## src/rtl/frv_bus_fairness_pkg.sv

```systemverilog
// Shared types, defaults and width helper for the bus fairness monitor.
package frv_bus_fairness_pkg;

  typedef enum logic [1:0] {
    StIdle    = 2'd0,
    StWait    = 2'd1,
    StStalled = 2'd2
  } chan_state_e;

  localparam int unsigned DefNch      = 2;
  localparam int unsigned DefMaxOut   = 2;
  localparam int unsigned DefReqBound = 8;
  localparam int unsigned DefRspBound = 8;

  // Bits needed to hold values 0..max_val inclusive.
  function automatic int unsigned cnt_width(input int unsigned max_val);
    return (max_val < 1) ? 1 : $clog2(max_val + 1);
  endfunction

endpackage

```

## src/rtl/frv_bus_fairness_chan.sv

```systemverilog
// One channel of the fairness monitor: request FSM, outstanding counter,
// request/response stall counters, registered violation flags and sticky bit.
module frv_bus_fairness_chan
  import frv_bus_fairness_pkg::*;
#(
  parameter int unsigned MAX_OUT   = DefMaxOut,
  parameter int unsigned REQ_BOUND = DefReqBound,
  parameter int unsigned RSP_BOUND = DefRspBound,
  parameter int unsigned OW        = cnt_width(MAX_OUT)
) (
  input  logic          g_clk,
  input  logic          g_resetn,
  input  logic          clear,
  input  logic          req,
  input  logic          gnt,
  input  logic          recv,
  input  logic          ack,
  output logic [OW-1:0] outstanding,
  output logic          viol_req_stall,
  output logic          viol_rsp_stall,
  output logic          viol_overflow,
  output logic          viol_underflow,
  output logic          viol_req_drop,
  output logic          viol_sticky,
  output logic          sticky_nxt
);

  localparam int unsigned RW = cnt_width(REQ_BOUND);
  localparam int unsigned SW = cnt_width(RSP_BOUND);
  localparam logic [OW-1:0] OutMax = OW'(MAX_OUT);
  localparam logic [RW-1:0] ReqMax = RW'(REQ_BOUND);
  localparam logic [SW-1:0] RspMax = SW'(RSP_BOUND);

  chan_state_e   state_q, state_d;
  logic [OW-1:0] out_q, out_d;
  logic [RW-1:0] req_cnt_q, req_cnt_d, req_inc;
  logic [SW-1:0] rsp_cnt_q, rsp_cnt_d;
  // Flag order: {req_drop, underflow, overflow, rsp_stall, req_stall}
  logic [4:0]    viol_q, viol_d;
  logic          sticky_q, sticky_d;
  logic          accept, retire;

  assign accept  = req & gnt;
  assign retire  = recv & ack;
  assign req_inc = req_cnt_q + RW'(1);

  always_comb begin
    out_d     = out_q;
    state_d   = state_q;
    req_cnt_d = req_cnt_q;
    rsp_cnt_d = rsp_cnt_q;
    viol_d    = '0;

    if (accept && !retire) begin
      if (out_q == OutMax) viol_d[2] = 1'b1;
      else                 out_d = out_q + OW'(1);
    end else if (retire && !accept) begin
      if (out_q == '0) viol_d[3] = 1'b1;
      else             out_d = out_q - OW'(1);
    end

    unique case (state_q)
      StIdle, StWait: begin
        if (accept) begin
          state_d   = StIdle;
          req_cnt_d = '0;
        end else if (!req) begin
          viol_d[4] = (state_q == StWait);
          state_d   = StIdle;
          req_cnt_d = '0;
        end else begin
          req_cnt_d = req_inc;
          if (req_inc >= ReqMax) begin
            state_d   = StStalled;
            viol_d[0] = 1'b1;
          end else begin
            state_d = StWait;
          end
        end
      end
      StStalled: begin
        if (gnt || !req) begin
          state_d   = StIdle;
          req_cnt_d = '0;
        end else begin
          viol_d[0] = 1'b1;
        end
      end
      default: begin
        state_d   = StIdle;
        req_cnt_d = '0;
      end
    endcase

    if (retire || out_q == '0) rsp_cnt_d = '0;
    else if (rsp_cnt_q != RspMax) rsp_cnt_d = rsp_cnt_q + SW'(1);
    viol_d[1] = (rsp_cnt_d >= RspMax);

    sticky_d = sticky_q | (|viol_d);

    // Clear keeps the outstanding count but wipes everything else.
    if (clear) begin
      state_d   = StIdle;
      req_cnt_d = '0;
      rsp_cnt_d = '0;
      viol_d    = '0;
      sticky_d  = 1'b0;
    end
  end

  always_ff @(posedge g_clk or negedge g_resetn) begin
    if (!g_resetn) begin
      state_q   <= StIdle;
      out_q     <= '0;
      req_cnt_q <= '0;
      rsp_cnt_q <= '0;
      viol_q    <= '0;
      sticky_q  <= 1'b0;
    end else begin
      state_q   <= state_d;
      out_q     <= out_d;
      req_cnt_q <= req_cnt_d;
      rsp_cnt_q <= rsp_cnt_d;
      viol_q    <= viol_d;
      sticky_q  <= sticky_d;
    end
  end

  assign outstanding    = out_q;
  assign viol_req_stall = viol_q[0];
  assign viol_rsp_stall = viol_q[1];
  assign viol_overflow  = viol_q[2];
  assign viol_underflow = viol_q[3];
  assign viol_req_drop  = viol_q[4];
  assign viol_sticky    = sticky_q;
  assign sticky_nxt     = sticky_d;

endmodule

```

## src/rtl/frv_bus_fairness_mon.sv

```systemverilog
// N-channel req/gnt/recv/ack fairness and protocol monitor with a global
// registered fair_ok summary.
module frv_bus_fairness_mon
  import frv_bus_fairness_pkg::*;
#(
  parameter int unsigned NCH       = DefNch,
  parameter int unsigned MAX_OUT   = DefMaxOut,
  parameter int unsigned REQ_BOUND = DefReqBound,
  parameter int unsigned RSP_BOUND = DefRspBound,
  parameter int unsigned OW        = cnt_width(MAX_OUT)
) (
  input  logic              g_clk,
  input  logic              g_resetn,
  input  logic              clear,
  input  logic [NCH-1:0]    ch_req,
  input  logic [NCH-1:0]    ch_gnt,
  input  logic [NCH-1:0]    ch_recv,
  input  logic [NCH-1:0]    ch_ack,
  input  logic [NCH-1:0]    ch_error,
  output logic [NCH*OW-1:0] outstanding,
  output logic [NCH-1:0]    viol_req_stall,
  output logic [NCH-1:0]    viol_rsp_stall,
  output logic [NCH-1:0]    viol_overflow,
  output logic [NCH-1:0]    viol_underflow,
  output logic [NCH-1:0]    viol_req_drop,
  output logic [NCH-1:0]    viol_sticky,
  output logic              fair_ok
);

  logic [NCH-1:0] sticky_nxt;
  logic           fair_ok_q;
  // Error responses retire exactly like clean ones, so ch_error is observed only.
  logic           error_unused;

  assign error_unused = ^ch_error;

  for (genvar i = 0; i < NCH; i++) begin : g_chan
    frv_bus_fairness_chan #(
      .MAX_OUT  (MAX_OUT),
      .REQ_BOUND(REQ_BOUND),
      .RSP_BOUND(RSP_BOUND),
      .OW       (OW)
    ) u_chan (
      .g_clk         (g_clk),
      .g_resetn      (g_resetn),
      .clear         (clear),
      .req           (ch_req[i]),
      .gnt           (ch_gnt[i]),
      .recv          (ch_recv[i]),
      .ack           (ch_ack[i]),
      .outstanding   (outstanding[i*OW +: OW]),
      .viol_req_stall(viol_req_stall[i]),
      .viol_rsp_stall(viol_rsp_stall[i]),
      .viol_overflow (viol_overflow[i]),
      .viol_underflow(viol_underflow[i]),
      .viol_req_drop (viol_req_drop[i]),
      .viol_sticky   (viol_sticky[i]),
      .sticky_nxt    (sticky_nxt[i])
    );
  end

  always_ff @(posedge g_clk or negedge g_resetn) begin
    if (!g_resetn) fair_ok_q <= 1'b1;
    else           fair_ok_q <= ~|sticky_nxt;
  end

  assign fair_ok = fair_ok_q;

endmodule

```

## config.mk

```make
export PLATFORM = sky130hd
export DESIGN_NAME = frv_bus_fairness_mon
export DESIGN_NICKNAME = d
export VERILOG_FILES = /design/src/rtl/frv_bus_fairness_pkg.sv /design/src/rtl/frv_bus_fairness_chan.sv /design/src/rtl/frv_bus_fairness_mon.sv
export SDC_FILE = /design/constraint.sdc
export NUM_CORES = 1
export LEC_CHECK = 0
export CAP_MARGIN = 10
export CORE_UTILIZATION = 46
export CTS_CLUSTER_DIAMETER = 80
export DETAILED_ROUTE_END_ITERATION = 6
export GPL_TIMING_DRIVEN = 0
export HOLD_SLACK_MARGIN = 0.1
export PLACE_DENSITY = 0.73
export SYNTH_ARGS = -nofsm -noshare
export SYNTH_HDL_FRONTEND = slang
export SYNTH_SLANG_ARGS = --single-unit
export TNS_END_PERCENT = 1
```

## constraint.sdc

```tcl
create_clock -name g_clk -period 1.5 [get_ports g_clk]
set_input_delay 0.225 -clock g_clk [delete_from_list [all_inputs] [get_ports g_clk]]
set_output_delay 0.225 -clock g_clk [all_outputs]
set_load 0.05 [all_outputs]
```

# Word-level counts from Yosys, hierarchy flattened
# Index checks and enable logic that the tools add are counted.
[classes]
add_sub_neg = 8
order_cmp = 4
n_eq_ne = 14
mux = 66
bitwise_logic = 6
n_reduce_logical = 28
[ops]
columns = ["operator", "n"]
rows = [
  ["two-way mux 4 bit", 14],
  ["two-way mux 2 bit", 18],
  ["two-way mux 1 bit", 26],
  ["adder 4 x 1 -> 4 bit (second input constant)", 4],
  [">= comparator 4 bit (second input constant)", 4],
  ["case mux 4 bit (2 select lines)", 2],
  ["two-way mux 5 bit", 2],
  ["OR reduction 5 bit", 2],
  ["equality test 2 bit (second input constant)", 4],
  ["zero test 2 bit", 4],
  ["inequality test 4 bit (second input constant)", 2],
  ["case mux 2 bit (2 select lines)", 2],
  ["zero test 1 bit", 7],
  ["inequality test 3 x 2 -> 1 bit (second input constant)", 2],
  ["AND reduction 3 bit", 2],
  ["OR reduction 2 bit", 3],
  ["adder 2 x 1 -> 2 bit (second input constant)", 2],
  ["AND 1 bit", 4],
  ["equality test 2 x 1 -> 1 bit (second input constant)", 2],
  ["logical AND 1 bit", 4],
  ["logical OR 1 bit", 4],
  ["inequality test 2 x 1 -> 1 bit (second input constant)", 2],
  ["inequality test 2 bit (second input constant)", 2],
  ["case mux 1 bit (2 select lines)", 2],
  ["3 further kinds", 6],
]
[word_totals]
regBits = 37
inputBits = 13
output_inout_bits = 17
wordCells = 139

# Longest topological paths before layout
[logic_depth]
ltp_word = 11
ltp_mapped = 6
depth_no_buf = 6

# By module
# Synthesis repeated with hierarchy kept, for this count alone.
[hier_totals]
hier_cells = 166
hier_area_um2 = 1771.7
[by_module_without_submodules]
columns = ["mod", "instances", "cells_each", "area_per_inst_um2", "seq_area_each_um2"]
rows = [
  ["frv_bus_fairness_chan", 2, 82, 870.8, 450.4],
  ["frv_bus_fairness_mon", 1, 2, 30.0, 26.3],
]

# Worst setup path after synthesis
# Ideal clock, no wire load.
[synth_timing]
path_kind = "register to register"
from = "reg g_chan[0].u_chan.out_q[1]"
to = "reg fair_ok_q (netlist: fair_ok)"
setup_time_ns = 0.092
arrival_time_ns = 1.645
required_ns = 1.408
slack_ns = -0.238
path_stages_with_launch = 6
path_buffers = 0
synth_period_minus_slack_ns = 1.738
path_cell_list = "dfrtp_1 -> nor2b_1 -> nand4_1 -> a31oi_1 -> or3_4 -> nor4bb_2"
[synth_between]
elab_chain_len = 9
word_cells_on_any_way = 15
classes_between = "order compare: 1; eq/ne: 1; mux: 7; bitwise: 1; reduce/logical: 5"
[synth_rtl]
columns = ["item", "line", "text"]
rows = [
  ["from (decl)", "frv_bus_fairness_chan.sv:35", "logic [OW-1:0] out_q, out_d;"],
  ["from (signal assigned)", "frv_bus_fairness_chan.sv:121", "out_q <= out_d;"],
  ["zero test 2 bit", "frv_bus_fairness_chan.sv:58, frv_bus_fairness_chan.sv:95", ""],
  ["logical OR 1 bit / two-way mux 1 bit (equally long branches)", "frv_bus_fairness_chan.sv:95, frv_bus_fairness_chan.sv:58", ""],
  ["two-way mux 4 bit / two-way mux 1 bit (equally long branches)", "frv_bus_fairness_chan.sv:95, frv_bus_fairness_chan.sv:57", ""],
  [">= comparator 4 bit / two-way mux 1 bit (equally long branches)", "frv_bus_fairness_chan.sv:97, frv_bus_fairness_chan.sv:54", ""],
  ["OR reduction 5 bit *", "frv_bus_fairness_chan.sv:99", "sticky_d = sticky_q | (|viol_d);"],
  ["OR 1 bit *", "frv_bus_fairness_chan.sv:99", ""],
  ["two-way mux 1 bit *", "frv_bus_fairness_chan.sv:102", "if (clear) begin"],
  ["via g_chan[0].u_chan.sticky_nxt", "frv_bus_fairness_chan.sv:25", "output logic sticky_nxt"],
  ["OR reduction 2 bit *", "frv_bus_fairness_mon.sv:64", "else fair_ok_q <= ~|sticky_nxt;"],
  ["zero test 1 bit *", "frv_bus_fairness_mon.sv:64", ""],
  ["to (signal assigned)", "frv_bus_fairness_mon.sv:64", ""],
  ["to (decl)", "frv_bus_fairness_mon.sv:31", "logic fair_ok_q;"],
]
# Mark *: on every way through the listed nets, which the timed path passes. The rest lies on a longest branch.
# A chain may end at the register's enable or synchronous reset.

# Worst setup path in the final report
[layout_timing]
from = "in clear"
to = "reg fair_ok_q (netlist: fair_ok)"
[layout_between]
elab_chain_len = 3
word_cells_on_any_way = 4
classes_between = "mux: 2; reduce/logical: 2"
[layout_rtl]
columns = ["item", "line", "text"]
rows = [
  ["from (decl)", "frv_bus_fairness_mon.sv:14", "input logic clear,"],
  ["two-way mux 1 bit", "frv_bus_fairness_chan.sv:102", ""],
  ["via g_chan[0].u_chan.sticky_nxt", "frv_bus_fairness_chan.sv:25", ""],
  ["OR reduction 2 bit", "frv_bus_fairness_mon.sv:64", ""],
  ["zero test 1 bit", "frv_bus_fairness_mon.sv:64", ""],
]
# The timed path passes the listed nets, and every way through them passes these cells.

==> flow_summary.json <==
{
  "cts_sinks": 37,
  "final.min_clock_period_ns": 1.55,
  "rsz0062_at_grt": "true",
  "synth_area_um2": 1810,
  "vias": 1315,
  "cts_root_buf": "clkbuf_8",
  "diodes": 0,
  "r2r-start": "g_chan[0].u_chan.req_cnt_q[1]",
  "die_area_um2": 4190,
  "clk_latency_ns": 0.29,
  "cts_buffer_depth": 2,
  "worstSetupPathType": "in -> reg",
  "drv_cap": 0,
  "switchingPower_mw": 0.725,
  "wirelength_um": 3540,
  "syn-instance-count": 174,
  "post-place-cells": 249,
  "grt_util_met1": 0.237,
  "reg2reg_depth": 5,
  "timing.fmax_mhz": 646,
  "io-pin-count": 30,
  "critPathMaxFanout": 5,
  "final_cell_count_no_fill": 260,
  "fillers": 308,
  "path_clk_slew_ns": 0.07,
  "ys_async_sr_fraction": 1.00,
  "ys_ff_latch": 37,
  "io_buffers": 27,
  "finalCritPeriodShare": 1.03,
  "numCtsBuffers": 5,
  "grt_use_met2": 0.332,
  "initial_core_util": 0.487,
  "fin_nets": 230,
  "dr.pass1.iters": 4,
  "p_clk_frac": 0.359,
  "hold_ws_ns": 0.330,
  "layout-drive-gt1-share": 0.283,
  "p_sw_frac": 0.290,
  "cp-end-kind": "flop",
  "p_seq_frac": 0.445,
  "gpl.final_weighted_congestion": 0.791,
  "drt_iter0_drc": 58,
  "setup-tns-final_ns": -0.0477,
  "p_leak_nw": 1.09,
  "yosysSeqAreaShare": 0.512,
  "maxSlewViolCount": 0,
  "holdPathEnd": "g_chan[1].u_chan.viol_q[2]",
  "violations": "negative setup slack",
  "p_int_mw": 1.77,
  "synth_cell_types": 46,
  "area_growth_pct": 26.6,
  "mappedNetlistNets": 193,
  "irDropWorstVdd_uv": 572,
  "ys.flop_type": "dfrtp_1",
  "min_path_cells": 2,
  "grt-ovfl-total": 0,
  "wl_per_cell_um": 13.6,
  "setup_viol": 1,
  "track_usage": 0.199,
  "grt_max_degree": 38,
  "postLayoutCellArea_um2": 2290,
  "synth-edff-count": 0,
  "final_cell_mix": "dfrtp_1, buf_4, nor2_1",
  "core-area_um2": 3720,
  "dpl.hpwl_um": 2590,
  "crit_required_ns": 1.71,
  "grt_pass1_wl_um": 6150,
  "combPwrFrac": 0.195,
  "tightest_slew_ns": 0.812,
  "min_path_type": "in -> reg",
  "worstReg2RegEnd": "fair_ok",
  "drtAntennaViolNets": 0,
  "htree_levels": 2,
  "rows": 22,
  "fin_worst_skew_ns": 0.00627,
  "relSlewSlack": 0.459,
  "hold_viol_final": 0,
  "outcome": "finished with violations",
  "grt-busiest-layer": "met2",
  "antenna_found_initial": 0,
  "yosysWarnings": 0,
  "post-layout-total-power_mw": 2.50,
  "timing.reg2reg.setup_slack_ns": -0.03,
  "die_h_um": 64.7,
  "hold_start": "ch_gnt[1]",
  "p_per_area_nw_per_um2": 1090,
  "use_met3": 0.0581,
  "start_kind": "input pin",
  "die-width_um": 64.7,
  "cts_tree": "yes",
  "layout_commonest_cell": "dfrtp_1",
  "grt_pass1_vias": 1321,
  "post_dp_cell_area_um2": 2140,
  "avgSynthCellArea_um2": 10.4,
  "arrival_ns": 1.76,
  "via_per_inst": 5.06,
  "drc": 0,
  "timing.final.ws_setup_ns": -0.0477
}
flip-flops by register name (all words and copies together), names as in the netlist:
| signal | flops |
|---|---|
| fair_ok | 1 |
| g_chan.u_chan.outstanding | 4 |
| g_chan.u_chan.req_cnt_q | 8 |
| g_chan.u_chan.rsp_cnt_q | 8 |
| g_chan.u_chan.state_q | 4 |
| g_chan.u_chan.viol_q | 10 |
| g_chan.u_chan.viol_sticky | 2 |
through the flow:
step           utilization  setup WS (ns)
6_report             0.616        -0.0477
3_5_place_dp         0.576         -0.408
5_1_grt              0.616         -0.102
2_1_floorplan            -        -0.0694
3_3_place_gp         0.577         -0.674
4_1_cts              0.606        -0.0742
synthesized netlist by cell type (all sizes together), types with 2 or more instances:
master / number / area (um^2)
dfrtp: 36 / 901
nor2: 26 / 100
nand2: 14 / 52.6
buf: 13 / 95.1
nand3: 9 / 50.1
inv: 8 / 30.0
o21ai: 8 / 40.0
a21oi: 6 / 30.0
ha: 6 / 75.1
o22ai: 4 / 31.3
nand3b: 3 / 22.5
nor4b: 3 / 26.3
xnor2: 3 / 26.3
xor2: 3 / 33.8
a21o: 2 / 15.0
a22o: 2 / 17.5
clkbuf: 2 / 7.51
mux2: 2 / 22.5
mux2i: 2 / 20.0
nand2b: 2 / 12.5
nand4: 2 / 12.5
o211ai: 2 / 28.8
or3: 2 / 17.5
kinds of logic (layout without fill, tap and decap cells):
group | after synthesis | count (layout) | synth area share
AOI/OAI and AO/OA | 27 | 27 | 0.102
buffers and inverters | 23 | 61 | 0.0733
muxes | 4 | 4 | 0.0235
xor gates and xnor gates | 6 | 6 | 0.0332
DFF | 37 | 37 | 0.512
and+or+nand+nor | 71 | 71 | 0.214
adders and majority gates | 6 | 6 | 0.0415
layer usage:
| layer | vias to the layer above | routed length [um] | part of all wire |
|---|---|---|---|
| met5 | - | 0 | 0 |
| met4 | 0 | 58 | 0.016 |
| met3 | 5 | 121 | 0.034 |
| met2 | 22 | 1810 | 0.51 |
| met1 | 632 | 1560 | 0.44 |
| li1 | 656 | - | - |
final cells by class:
cell class / instances / area (um^2) / share of cell area
Sequential cell: 37 / 932 / 0.407
Multi-Input combinational cell: 114 / 785 / 0.343
Buffer: 15 / 103 / 0.0448
Clock inverter: 2 / 37.5 / 0.0164
Tap cell: 48 / 60.1 / 0.0262
Inverter: 8 / 30.0 / 0.0131
Timing Repair Buffer: 30 / 260 / 0.114
Clock buffer: 6 / 82.6 / 0.0361
timing repair:
action	4_1_cts	5_1_grt
pin swaps	0	1
hold endpoints to repair	36	0
buffers inserted	0	2
hold buffers	1	0
endpoints found under the setup margin	22	5
resized for setup	27	8
critical path, cell delays in order:
cell and delay, ns:
clkdlybuf4s50_1 0.59, or4b_4 0.21, o22ai_2 0.09, or3_4 0.38
nor4bb_2 0.25
how the worst max path moves through the flow:
| stage | start | end | slack, ns | depth (start not counted) |
|---|---|---|---|---|
| 6_report | clear | fair_ok | -0.05 | 5 |
| 3_3_place_gp | g_resetn | g_chan[1].u_chan.outstanding[1] | -0.67 | 1 |
| 3_5_place_dp | clear | fair_ok | -0.41 | 6 |
| 4_1_cts | g_chan[1].u_chan.outstanding[1] | fair_ok | -0.07 | 5 |
| 2_1_floorplan | g_chan[0].u_chan.outstanding[1] | fair_ok | -0.07 | 4 |
| 5_1_grt | clear | fair_ok | -0.10 | 5 |
power by group through the flow:
stage	Sequential, mW	Combinational, mW	Clock [mW]
after global placement	1.13	0.486	0
after floorplan	1.22	0.232	0
after detailed placement	1.13	0.499	0
after global routing	1.12	0.532	0.963
after CTS	1.11	0.485	0.915
final	1.11	0.488	0.898
Power figures use the tool's default switching activity.
